===== src/rtl/pong_game_ctrl_if.sv =====
// Pong controller bus: pixel counters and player events in, game status out.
// master drives the pixel counters and events; slave is the controller.
interface pong_game_ctrl_if;
   logic [11:0] pixel_x;
   logic [11:0] pixel_y;
   logic [1:0]  btn;
   logic        hit;
   logic        miss;
   logic        frame_tick;
   logic [1:0]  state;
   logic        gra_still;
   logic [1:0]  text_sel;
   logic [7:0]  score;
   logic [2:0]  balls_left;
   logic        timer_done;

   modport master (
      output pixel_x, pixel_y, btn, hit, miss,
      input  frame_tick, state, gra_still, text_sel, score, balls_left, timer_done
   );

   modport slave (
      input  pixel_x, pixel_y, btn, hit, miss,
      output frame_tick, state, gra_still, text_sel, score, balls_left, timer_done
   );
endinterface


===== src/rtl/pong_game_ctrl.sv =====
// Pong game sequencer: frame tick, game FSM, BCD score, balls and frame countdown.
// All outputs registered, 1 clk from the causing input; no backpressure, events are pulses.
module pong_game_ctrl #(
   parameter int VD_LINE      = 480,
   parameter int TIMER_FRAMES = 120,
   parameter int BALLS        = 3
) (
   input  logic            clk,
   input  logic            rst,
   pong_game_ctrl_if.slave bus
);

   localparam int TW = $clog2(TIMER_FRAMES + 1);

   typedef enum logic [1:0] {
      NEWGAME = 2'b00,
      PLAY    = 2'b01,
      NEWBALL = 2'b10,
      OVER    = 2'b11
   } state_t;

   state_t          state_q, state_d;
   logic            at_vb, at_vb_q, tick_q;
   logic [TW-1:0]   cnt_q, cnt_d;
   logic            done_q;
   logic            timer_load;
   logic [3:0]      ones_q, ones_d, tens_q, tens_d;
   logic [2:0]      balls_q, balls_d;
   logic            still_q, still_d;
   logic [1:0]      txt_q, txt_d;
   logic            btn_any;

   // Pixel counters dwell two clocks per value, so only the rising edge counts.
   assign at_vb   = (bus.pixel_x == 12'd0) && (bus.pixel_y == 12'(VD_LINE));
   assign btn_any = (bus.btn != 2'b00);

   always_comb begin
      state_d    = state_q;
      ones_d     = ones_q;
      tens_d     = tens_q;
      balls_d    = balls_q;
      timer_load = 1'b0;
      case (state_q)
         NEWGAME: begin
            balls_d = 3'(BALLS);
            if (btn_any) begin
               state_d = PLAY;
               balls_d = 3'(BALLS - 1);
            end
         end
         PLAY: begin
            if (bus.miss) begin
               timer_load = 1'b1;
               if (balls_q == 3'd0) begin
                  state_d = OVER;
               end else begin
                  balls_d = balls_q - 3'd1;
                  state_d = NEWBALL;
               end
            end else if (bus.hit) begin
               if (ones_q == 4'd9) begin
                  ones_d = 4'd0;
                  tens_d = (tens_q == 4'd9) ? 4'd0 : tens_q + 4'd1;
               end else begin
                  ones_d = ones_q + 4'd1;
               end
            end
         end
         NEWBALL: begin
            if (done_q && btn_any) state_d = PLAY;
         end
         OVER: begin
            // Final score stays on screen until the countdown releases the game.
            if (done_q) begin
               state_d = NEWGAME;
               ones_d  = 4'd0;
               tens_d  = 4'd0;
               balls_d = 3'(BALLS);
            end
         end
         default: state_d = NEWGAME;
      endcase

      still_d = (state_d != PLAY);
      case (state_d)
         NEWGAME: txt_d = 2'b01;
         OVER:    txt_d = 2'b10;
         default: txt_d = 2'b00;
      endcase

      if (timer_load)                       cnt_d = TW'(TIMER_FRAMES);
      else if (tick_q && (cnt_q != '0))     cnt_d = cnt_q - TW'(1);
      else                                  cnt_d = cnt_q;
   end

   always_ff @(posedge clk) begin
      if (rst) begin
         state_q <= NEWGAME;
         at_vb_q <= 1'b0;
         tick_q  <= 1'b0;
         cnt_q   <= '0;
         done_q  <= 1'b1;
         ones_q  <= 4'd0;
         tens_q  <= 4'd0;
         balls_q <= 3'(BALLS);
         still_q <= 1'b1;
         txt_q   <= 2'b01;
      end else begin
         state_q <= state_d;
         at_vb_q <= at_vb;
         tick_q  <= at_vb & ~at_vb_q;
         cnt_q   <= cnt_d;
         done_q  <= (cnt_d == '0);
         ones_q  <= ones_d;
         tens_q  <= tens_d;
         balls_q <= balls_d;
         still_q <= still_d;
         txt_q   <= txt_d;
      end
   end

   assign bus.frame_tick = tick_q;
   assign bus.state      = state_q;
   assign bus.gra_still  = still_q;
   assign bus.text_sel   = txt_q;
   assign bus.score      = {tens_q, ones_q};
   assign bus.balls_left = balls_q;
   assign bus.timer_done = done_q;

endmodule


===== src/flat_wrapper.sv =====
// flat-port wrapper written by rule: the top's interface ports become plain ports
module pong_game_ctrl_flat 
#(
   parameter int VD_LINE      = 480,
   parameter int TIMER_FRAMES = 120,
   parameter int BALLS        = 3
)
  (clk, rst, bus_pixel_x, bus_pixel_y, bus_btn, bus_hit, bus_miss, bus_frame_tick, bus_state, bus_gra_still, bus_text_sel, bus_score, bus_balls_left, bus_timer_done);
  pong_game_ctrl_if bus_i ();
  input  logic clk;
  input  logic rst;
  input wire logic [$bits(bus_i.pixel_x)-1:0] bus_pixel_x;
  input wire logic [$bits(bus_i.pixel_y)-1:0] bus_pixel_y;
  input wire logic [$bits(bus_i.btn)-1:0] bus_btn;
  input wire logic [$bits(bus_i.hit)-1:0] bus_hit;
  input wire logic [$bits(bus_i.miss)-1:0] bus_miss;
  output wire logic [$bits(bus_i.frame_tick)-1:0] bus_frame_tick;
  output wire logic [$bits(bus_i.state)-1:0] bus_state;
  output wire logic [$bits(bus_i.gra_still)-1:0] bus_gra_still;
  output wire logic [$bits(bus_i.text_sel)-1:0] bus_text_sel;
  output wire logic [$bits(bus_i.score)-1:0] bus_score;
  output wire logic [$bits(bus_i.balls_left)-1:0] bus_balls_left;
  output wire logic [$bits(bus_i.timer_done)-1:0] bus_timer_done;
  assign bus_i.pixel_x = bus_pixel_x;
  assign bus_i.pixel_y = bus_pixel_y;
  assign bus_i.btn = bus_btn;
  assign bus_i.hit = bus_hit;
  assign bus_i.miss = bus_miss;
  assign bus_frame_tick = bus_i.frame_tick;
  assign bus_state = bus_i.state;
  assign bus_gra_still = bus_i.gra_still;
  assign bus_text_sel = bus_i.text_sel;
  assign bus_score = bus_i.score;
  assign bus_balls_left = bus_i.balls_left;
  assign bus_timer_done = bus_i.timer_done;
  pong_game_ctrl #(.VD_LINE(VD_LINE), .TIMER_FRAMES(TIMER_FRAMES), .BALLS(BALLS)) u_core (.clk(clk), .rst(rst), .bus(bus_i));
endmodule

===== config.mk =====
export PLATFORM = sky130hd
export DESIGN_NAME = pong_game_ctrl_flat
export DESIGN_NICKNAME = d
export VERILOG_FILES = /design/src/rtl/pong_game_ctrl_if.sv /design/src/rtl/pong_game_ctrl.sv /design/src/flat_wrapper.sv
export SDC_FILE = /design/constraint.sdc
export NUM_CORES = 1
export LEC_CHECK = 0
export CAP_MARGIN = 20
export CORE_MARGIN = 2
export CORE_UTILIZATION = 41
export CTS_BUF_LIST = sky130_fd_sc_hd__clkbuf_8
export DETAILED_ROUTE_END_ITERATION = 16
export PLACE_DENSITY = 0.77
export RECOVER_POWER = 100
export SLEW_MARGIN = 30
export SYNTH_ARGS = -nofsm -noshare
export SYNTH_HDL_FRONTEND = slang
export SYNTH_SLANG_ARGS = --single-unit

===== constraint.sdc =====
create_clock -name clk -period 1.7 [get_ports clk]
set_input_delay 0.255 -clock clk [delete_from_list [all_inputs] [get_ports clk]]
set_output_delay 0.255 -clock clk [all_outputs]
set_load 0.01 [all_outputs]

Word level (Yosys, flattened, before mapping)
Index checks and enable logic that the tools add are counted.

cells by class
  $lt $le $gt $ge = 0
  reductions and logical operators = 15
  shift operators = 0
  divide/modulo/power cells = 0
  add/subtract/negate cells = 4
  mux-type cells = 26
  $mul = 0
  bitwise logic cells = 2
  equal/unequal tests = 14

operator list
  operator               number
  $mux W4                8
  $pmux W4 S2            2
  $mux W7                2
  $eq A12 B9 Y1 const B  1
  $logic_not A12 Y1      1
  $mux W3                3
  $pmux W3 S3            1
  $add A4 B1 Y4 const B  2
  $eq A4 B4 Y1 const B   2
  $mux W2                4
  $ne A2 B2 Y1 const B   4
  $pmux W2 S4            1
  $reduce_and A4 Y1      2
  $logic_not A7 Y1       1
  $reduce_bool A7 Y1     1
  $sub A7 B1 Y7 const B  1
  $eq A2 B2 Y1 const B   3
  $ne A2 B1 Y1 const B   3
  $reduce_and A5 Y1      1
  $logic_not A2 Y1       2
  $mux W1                4
  $pmux W2 S2            1
  $reduce_bool A2 Y1     2
  $logic_and A1 B1 Y1    3
  6 further kinds        6

word-level totals
  memory bits (writable) = 0
  word-level logic and storage cells = 71
  output and inout bits = 18
  input bits = 30
  memory bits (read-only) = 0
  latch bits = 0
  bits in registers = 26
  memories kept = 0

Depth between registers and ports, before layout
Gate-level depths: netlist (run 1).

  depth after elaboration = 6
  depth in mapped cells = 7
  depth with buffers taken out = 7

Worst setup path before layout (run 1)
Ideal clock, no wire load.

  path type = flip-flop to flip-flop
  start point = register u_core.balls_q[0] (netlist: u_core.bus.balls_left[0])
  end point = register u_core.balls_q[0] (netlist: u_core.bus.balls_left[0])
  stages on the path, launching flop included = 7
  data required time = 1.573 ns
  library setup time = 0.127 ns
  slack = -0.013 ns
  clock period less this slack = 1.713 ns
  data arrival time = 1.586 ns
  cells stage by stage = dfxtp_1 inv_1 ha_1 ha_1 o311ai_1 a31oi_1 or3_1

on the way
  cells in the longest elaborated chain, start to end = 4
  elaborated cells on any way between the ends = 7
  those cells by class = add/sub (1); eq/ne (1); mux (3); reduce/logical (2)

RTL lines
  what                    RTL line               source
  from (decl)             pong_game_ctrl.sv:28   logic [2:0] balls_q, balls_d;
  from (signal assigned)  pong_game_ctrl.sv:105  balls_q <= 3'(BALLS);
  from (signal assigned)  pong_game_ctrl.sv:116  balls_q <= balls_d;
  $sub A3 B1 Y3           pong_game_ctrl.sv:57   balls_d = balls_q - 3'd1;
  $mux W3                 pong_game_ctrl.sv:54   if (balls_q == 3'd0) begin
  $mux W3                 pong_game_ctrl.sv:52   if (bus.miss) begin
  $pmux W3 S3             pong_game_ctrl.sv:43   case (state_q)

Several ways; a longest one is shown, not always the timed one. The select of a mux whose other input is x is not followed.
A chain may end at the register's enable or synchronous reset.

Final worst setup path (run 1)
  start point = register u_core.state_q[1] (netlist: u_core.bus.state[1])
  end point = output bus_state[1]

RTL lines
  what                    RTL line               source
  from (decl)             pong_game_ctrl.sv:22   state_t state_q, state_d;
  from (signal assigned)  pong_game_ctrl.sv:109  state_q <= state_d;
  to (decl)               flat_wrapper.sv:18     output wire logic [$bits(bus_i.state)-1:0] bus_state;

No word-level cell between the ends.

==> results of run 1 <==
==> synthesized netlist by cell type (2+ instances only) <==
library cell,instances,area [um2]
sky130_fd_sc_hd__nand3_1,2,10.0
sky130_fd_sc_hd__nor2b_1,3,18.8
sky130_fd_sc_hd__nor4b_1,2,17.5
sky130_fd_sc_hd__a21o_2,2,17.5
sky130_fd_sc_hd__nor4_1,3,18.8
sky130_fd_sc_hd__a21oi_1,16,80.1
sky130_fd_sc_hd__nand3b_1,3,22.5
sky130_fd_sc_hd__nand2b_1,2,12.5
sky130_fd_sc_hd__xnor2_1,3,26.3
sky130_fd_sc_hd__inv_1,10,37.5
sky130_fd_sc_hd__xor2_1,2,17.5
sky130_fd_sc_hd__dfxtp_1,26,521
sky130_fd_sc_hd__or3_1,3,18.8
sky130_fd_sc_hd__ha_1,8,100
sky130_fd_sc_hd__nor2_1,18,67.6
sky130_fd_sc_hd__o22ai_1,3,18.8
sky130_fd_sc_hd__o21ai_0,2,10.0
sky130_fd_sc_hd__nor3_1,11,55.1
sky130_fd_sc_hd__nand4_1,4,25.0
sky130_fd_sc_hd__clkbuf_8,2,27.5
sky130_fd_sc_hd__nand2_1,12,45.0
==> cells by family (layout without fill, tap and decap cells) <==
kind of cell / count (synthesis) / count (layout) / synth area share [%]
xor+xnor: 5 / 5 / 3.26
fa+ha+maj: 8 / 8 / 7.45
buf+inv: 13 / 75 / 5.12
mux: 1 / 1 / 0.745
simple gates: 70 / 70 / 28.0
compound gates: 32 / 32 / 16.7
flops: 26 / 26 / 38.7
==> layer usage <==
layer,vias to the layer above,global-route usage [%]
met4,0,9.01
met2,29,40.7
met1,669,23.7
met5,-,0
li1,683,-
met3,9,3.99
==> registers in the layout (all words and copies together) (netlist names) <==
| register | cells |
|---|---|
| u_core.tens_q | 4 |
| u_core.bus.state | 2 |
| u_core.bus.gra_still | 1 |
| u_core.bus.timer_done | 1 |
| u_core.ones_q | 4 |
| u_core.bus.frame_tick | 1 |
| u_core.at_vb_q | 1 |
| u_core.bus.text_sel | 2 |
| u_core.bus.balls_left | 3 |
| u_core.cnt_q | 7 |
==> what timing repair did <==
action / 4_1_cts / 5_1_grt
hold endpoints to repair: 0 / 0
setup buffers: 1 / 1
gates resized for setup: 1 / 16
pin swaps: 1 / 5
hold buffers: 0 / 0
setup endpoints to repair: 2 / 9
==> metrics by stage <==
step / hold slack (ns) / instance area, um2 / std cells
6_report: 0.396 / 2060 / 261
5_1_grt: 0.413 / 2060 / 261
4_1_cts: 0.405 / 1990 / 260
3_5_place_dp: 0.393 / 1940 / 256
3_3_place_gp: 0.383 / 1940 / 256
2_1_floorplan: 0.375 / 1350 / 155
==> worst max-delay path: stages, from the launching register on <==
cell,delay [ns]
sky130_fd_sc_hd__dfxtp_4,0.39
sky130_fd_sc_hd__buf_4,0.17
sky130_fd_sc_hd__clkdlybuf4s50_1,0.55
==> final cells by class <==
type / count / area, um2
inverters: 10 / 37.5
repair buffers: 62 / 592
clock buffers: 3 / 41.3
fillers: 255 / 1020
flip-flops and latches: 26 / 528
multi-input cells: 116 / 803
well taps: 44 / 55.1
==> power groups by stage <==
stage	combinational, mW	clock, mW	sequential, mW
after CTS	0.294	0.348	0.658
after global placement	0.283	0	0.671
after floorplan	0.118	0	0.681
after global routing	0.326	0.383	0.664
after detailed placement	0.292	0	0.671
final	0.302	0.347	0.660
==> how the worst max path moves through the flow <==
stage | slack, ns | cells after the start | end
floorplan | 0.05 | 6 | u_core.bus.balls_left[0]
global placement | -0.22 | 6 | u_core.tens_q[3]
detailed placement | -0.31 | 6 | u_core.tens_q[3]
CTS | -0.006 | 6 | u_core.tens_q[3]
global route | -0.06 | 6 | u_core.cnt_q[5]
finish | 0.07 | 2 | bus_state[1]
==> out/summary.json, run 1 <==
{
  "dieArea_um2": 3750,
  "drc": 0,
  "end_kind": "primary output",
  "share_of_power_burned_in_the_clock_network_pct": 26.5,
  "drive_above_1_share_pct": 17.1,
  "final_setup_fails": 0,
  "initial_utilization_pct": 43.7,
  "grt_start_max_net_pins": 14,
  "worst-slew-pin-transition_ns": 0.375,
  "synth_enable_flop_cells": 0,
  "ant_nets": 0,
  "achievable-frequency_mhz": 612,
  "worst_clock_skew_ns": 0.00322,
  "slew_headroom_pct": 74.9,
  "run_status": "completed",
  "place_congestion": 0.858,
  "cts-root-buf": "sky130_fd_sc_hd__clkbuf_8",
  "totalPowerFinal_mw": 1.31,
  "global_route_wire_length_before_repair_um": 6150,
  "fp.dieW_um": 61.3,
  "crit_start": "u_core.bus.state[1]",
  "mappedNetlistNets": 193,
  "initialDrtViolationCount": 75,
  "power.switching_fraction_pct": 26.3,
  "ctsHtreeMaxLevel": 1,
  "leading_cell_type_in_the_layout_fill_and_taps_excluded": "sky130_fd_sc_hd__clkdlybuf4s50_1",
  "intPower_uw": 964,
  "postSynthRegisterBits": 26,
  "mostFrequentLayoutCells": "sky130_fd_sc_hd__clkdlybuf4s50_1, sky130_fd_sc_hd__dfxtp_1, sky130_fd_sc_hd__nor2_1, sky130_fd_sc_hd__a21oi_1, sky130_fd_sc_hd__buf_4",
  "critical_path.reg2reg.endpoint": "u_core.bus.balls_left[0]",
  "fin_setup_tns_ns": 0,
  "num_vias": 1390,
  "antenna_found_initial": 0,
  "worst-r2r-cell-count": 6,
  "via_to_cell_ratio": 5.33,
  "power.static_leakage_nw": 0.795,
  "timing.critical_path.from_type": "flip-flop",
  "fin_crit_period_ns": 1.63,
  "worst_setup_hold_path_clk_slew_ns": 0.08,
  "detailroute.wirelength.met2_um": 2100,
  "whs_path_depth": 1,
  "min-delay-path-class": "flip-flop to flip-flop",
  "yosysUniqueCellTypes": 39,
  "nets": 257,
  "grt_setup_unrepaired": "true",
  "clock_insertion_delay_worst_skew_ns": 0.27,
  "topRoutingLayerUsed": "met4",
  "crit_type": "flip-flop to primary output",
  "grtUsageTotal_pct": 21.7,
  "worstHoldStart": "u_core.at_vb_q",
  "utilization_pct": 66.8,
  "rows": 20,
  "synth_ff_type": "sky130_fd_sc_hd__dfxtp_1",
  "holdPathEnd": "u_core.bus.frame_tick",
  "worst-endpoint-required_ns": 1.44,
  "numCtsBuffers": 3,
  "detailed_routing_wirelength_on_met1_um": 1490,
  "grt_pass1_vias": 1451,
  "power.switching_uw": 345,
  "finalMaxSlewViolations": 0,
  "power.combinational.fraction_pct": 23.1,
  "boundaryPins": 48,
  "number_of_antenna_cells_inserted": 0,
  "gr-total-overflow": 0,
  "chip_height_um": 61.3,
  "final.setup.worst_slack_ns": 0.0673,
  "synthArstFlopShare_pct": 0,
  "cts_sink_count": 26,
  "detailedRoute.firstPassIterationCount": 4,
  "sequentialPowerShare_pct": 50.4,
  "max_cap_violations": 0,
  "regToRegSetupSlack_ns": 0.07,
  "dr_wl_met3_um": 118,
  "netlist_area_um2": 1340,
  "cellPowerDensity_nw_per_um2": 636,
  "area_growth_pct": 53.1,
  "worst_ep_arrival_time_ns": 1.38,
  "peakVddDrop_v": 0.000509,
  "place_ws_ns": -0.310,
  "sequential_element_share_of_the_synthesized_area_pct": 38.7,
  "finalHoldViolCount": 0,
  "netlist_instances": 155,
  "detail_route.wl_per_cell_um": 14.5,
  "cts_buffer_depth": 2,
  "crit-reg2reg-launch": "u_core.bus.balls_left[0]",
  "dp.final_hpwl_um": 2870,
  "post-route-period-util_pct": 96.0,
  "drt-total-wl_um": 3770,
  "synth.avg_cell_area_um2": 8.67,
  "critical_path.max_fanout": 8,
  "port-buffer-count": 47,
  "cts_tree": "built",
  "synth_warnings": 0,
  "core_box_area_um2": 3080
}
(Power assumes the default switching activity.)
==> run 2, diff against run 1 <==
CORE_ASPECT_RATIO = 0.6   (was default)
==> run 2 against run 1 <==
  * Worst setup slack better by 0.0061 ns
  * Highest routed layer unchanged
  * Critical path type unchanged
  * Critical endpoint unchanged
  * Combinational power down 7.0%
  * Critical path depth unchanged
  * First-iteration DRC count up 36%
==> out/summary.json, run 2 (synthesis results as in run 1) <==
{
  "place_congestion": 0.906,
  "fp.dieW_um": 77.9,
  "dp.final_hpwl_um": 2690,
  "power.switching_fraction_pct": 25.7,
  "grt_start_max_net_pins": 14,
  "cts_tree": "built",
  "crit_type": "flip-flop to primary output",
  "cp.buffers_inverters": 2,
  "holdPathEnd": "u_core.bus.frame_tick",
  "post-route-period-util_pct": 95.7,
  "cts_resized": 0,
  "cts-root-buf": "sky130_fd_sc_hd__clkbuf_8",
  "antenna_found_initial": 0,
  "intPower_uw": 955,
  "max_cap_violations": 0,
  "peakVddDrop_v": 0.000432,
  "ant_nets": 0,
  "ctsHtreeMaxLevel": 1,
  "power.combinational.fraction_pct": 21.9,
  "max_flop_register": "u_core.cnt_q",
  "timing.critical_path.from_type": "flip-flop",
  "power.static_leakage_nw": 0.781,
  "num_vias": 1379,
  "worst_ep_arrival_time_ns": 1.37,
  "utilization_pct": 62.7,
  "port-buffer-count": 47,
  "regToRegSetupSlack_ns": 0.08,
  "finalMaxSlewViolations": 0,
  "dieArea_um2": 3770,
  "gr-total-overflow": 0,
  "grt_pass1_vias": 1313,
  "detail_route.wl_per_cell_um": 12.9,
  "place_area_um2": 1940,
  "number_of_antenna_cells_inserted": 0,
  "path_delay_family": "buffers and inverters",
  "numCtsBuffers": 3,
  "achievable-frequency_mhz": 615,
  "clock_insertion_delay_worst_skew_ns": 0.27,
  "nets": 254,
  "worst-r2r-cell-count": 5,
  "critical_path.cell_chain": "buf_4 -> clkdlybuf4s50_1",
  "number_of_flip_flops_in_the_largest_register": 7,
  "slowest_stage": "sky130_fd_sc_hd__clkdlybuf4s50_1",
  "chip_height_um": 48.3,
  "detailedRoute.firstPassIterationCount": 4,
  "whs_path_depth": 1,
  "boundaryPins": 48,
  "critical_path.max_fanout": 5,
  "drc": 0,
  "cts-hold-fix-buffers": 0,
  "share_of_power_burned_in_the_clock_network_pct": 26.5,
  "min-delay-path-class": "flip-flop to flip-flop",
  "sequentialPowerShare_pct": 51.6,
  "worst-endpoint-required_ns": 1.44,
  "finalHoldViolCount": 0,
  "worst_setup_hold_path_clk_slew_ns": 0.09,
  "cellPowerDensity_nw_per_um2": 640,
  "worstHoldStart": "u_core.at_vb_q",
  "mostFrequentLayoutCells": "sky130_fd_sc_hd__clkdlybuf4s50_1, sky130_fd_sc_hd__dfxtp_1, sky130_fd_sc_hd__nor2_1, sky130_fd_sc_hd__a21oi_1, sky130_fd_sc_hd__dlygate4sd3_1",
  "cts_buffer_depth": 2,
  "global_route_wire_length_before_repair_um": 5870,
  "critical_path.reg2reg.endpoint": "u_core.bus.timer_done",
  "leading_cell_type_in_the_layout_fill_and_taps_excluded": "sky130_fd_sc_hd__clkdlybuf4s50_1",
  "global_route.usage.met1_pct": 25.9,
  "final_area_um2": 2010,
  "via_to_cell_ratio": 5.32,
  "cts_sink_count": 26,
  "run_status": "completed",
  "grtUsageTotal_pct": 19.4,
  "worst-slew-pin-transition_ns": 0.304,
  "post-cts-setup-buffers": 0,
  "final_setup_fails": 0,
  "crit-reg2reg-launch": "u_core.cnt_q[0]",
  "timing.critical_path.slowest_cell_delay_ns": 0.53,
  "grt_setup_unrepaired": "false",
  "rows": 16,
  "power.switching_uw": 330,
  "initialDrtViolationCount": 102,
  "grt.met3_usage_pct": 5.78,
  "initial_utilization_pct": 42.0,
  "totalPowerFinal_mw": 1.28,
  "globalRoute.busiestLayer": "met2",
  "fin_crit_period_ns": 1.63,
  "largestRegisters": "u_core.cnt_q (7), u_core.ones_q (4), u_core.tens_q (4)",
  "slew_headroom_pct": 79.5,
  "worst_clock_skew_ns": 0.00606,
  "drt-total-wl_um": 3340,
  "global_route.usage.met2_pct": 30.7,
  "end_kind": "primary output",
  "drive_above_1_share_pct": 14.5,
  "area_growth_pct": 49.4,
  "core_box_area_um2": 3200
}
run 2: changes by cell type in the layout (fill, tap and decap cells not counted), moves of 2 or more:
cell                              previous run  this run
sky130_fd_sc_hd__dlygate4sd3_1               6        15
sky130_fd_sc_hd__clkdlybuf4s50_1            39        32
sky130_fd_sc_hd__buf_4                      14         9
sky130_fd_sc_hd__clkbuf_4                    0         2
sky130_fd_sc_hd__dlymetal6s2s_1              2         0
run 2: worst reg2reg max path, stage by stage (launching register included):
cell and delay [ns]:
sky130_fd_sc_hd__dfxtp_1 0.32, sky130_fd_sc_hd__clkbuf_2 0.13, sky130_fd_sc_hd__or4b_4 0.54, sky130_fd_sc_hd__a21oi_1 0.21
sky130_fd_sc_hd__o2111a_1 0.21, sky130_fd_sc_hd__a41o_1 0.15
run 2: power by group through the flow:
| stage | logic (mW) | clock network, mW | registers (mW) |
|---|---|---|---|
| 6_report | 0.281 | 0.341 | 0.662 |
| 5_1_grt | 0.306 | 0.378 | 0.667 |
| 4_1_cts | 0.277 | 0.351 | 0.661 |
| 3_5_place_dp | 0.276 | 0 | 0.675 |
| 3_3_place_gp | 0.271 | 0 | 0.673 |
| 2_1_floorplan | 0.118 | 0 | 0.681 |
run 2: per-stage QoR:
stage	hold slack [ns]	TNS (ns)	cells	setup slack, ns
floorplan	0.375	0	155	0.0499
global placement	0.385	-1.15	256	-0.205
detailed placement	0.391	-1.58	256	-0.216
CTS	0.403	0	259	0.0154
global route	0.416	0	259	0.00584
finish	0.395	0	259	0.0734
run 2: worst max-delay path by stage:
stage,start,slack [ns],endpoint,cells past startpoint
detailed placement,bus_miss,-0.22,u_core.tens_q[1],6
floorplan,u_core.bus.balls_left[0],0.05,u_core.bus.balls_left[0],6
global placement,bus_hit,-0.20,u_core.tens_q[3],6
global route,u_core.bus.state[1],0.006,bus_state[1],2
CTS,u_core.bus.balls_left[0],0.02,u_core.bus.balls_left[0],6
finish,u_core.bus.state[1],0.07,bus_state[1],2
run 2: layout make-up:
type	count	area, um2
Tap cell	45	56.3
Inverter	10	37.5
Sequential cell	26	526
Fill cell	273	1190
Clock buffer	3	41.3
Timing Repair Buffer	59	558
Multi-Input combinational cell	116	790
run 2: layer usage:
metal  vias up  part of all wire [%]
met5         -                     0
met4         0                   1.6
met3        10                   7.5
met2        73                    44
met1       613                    47
li1        683                     -
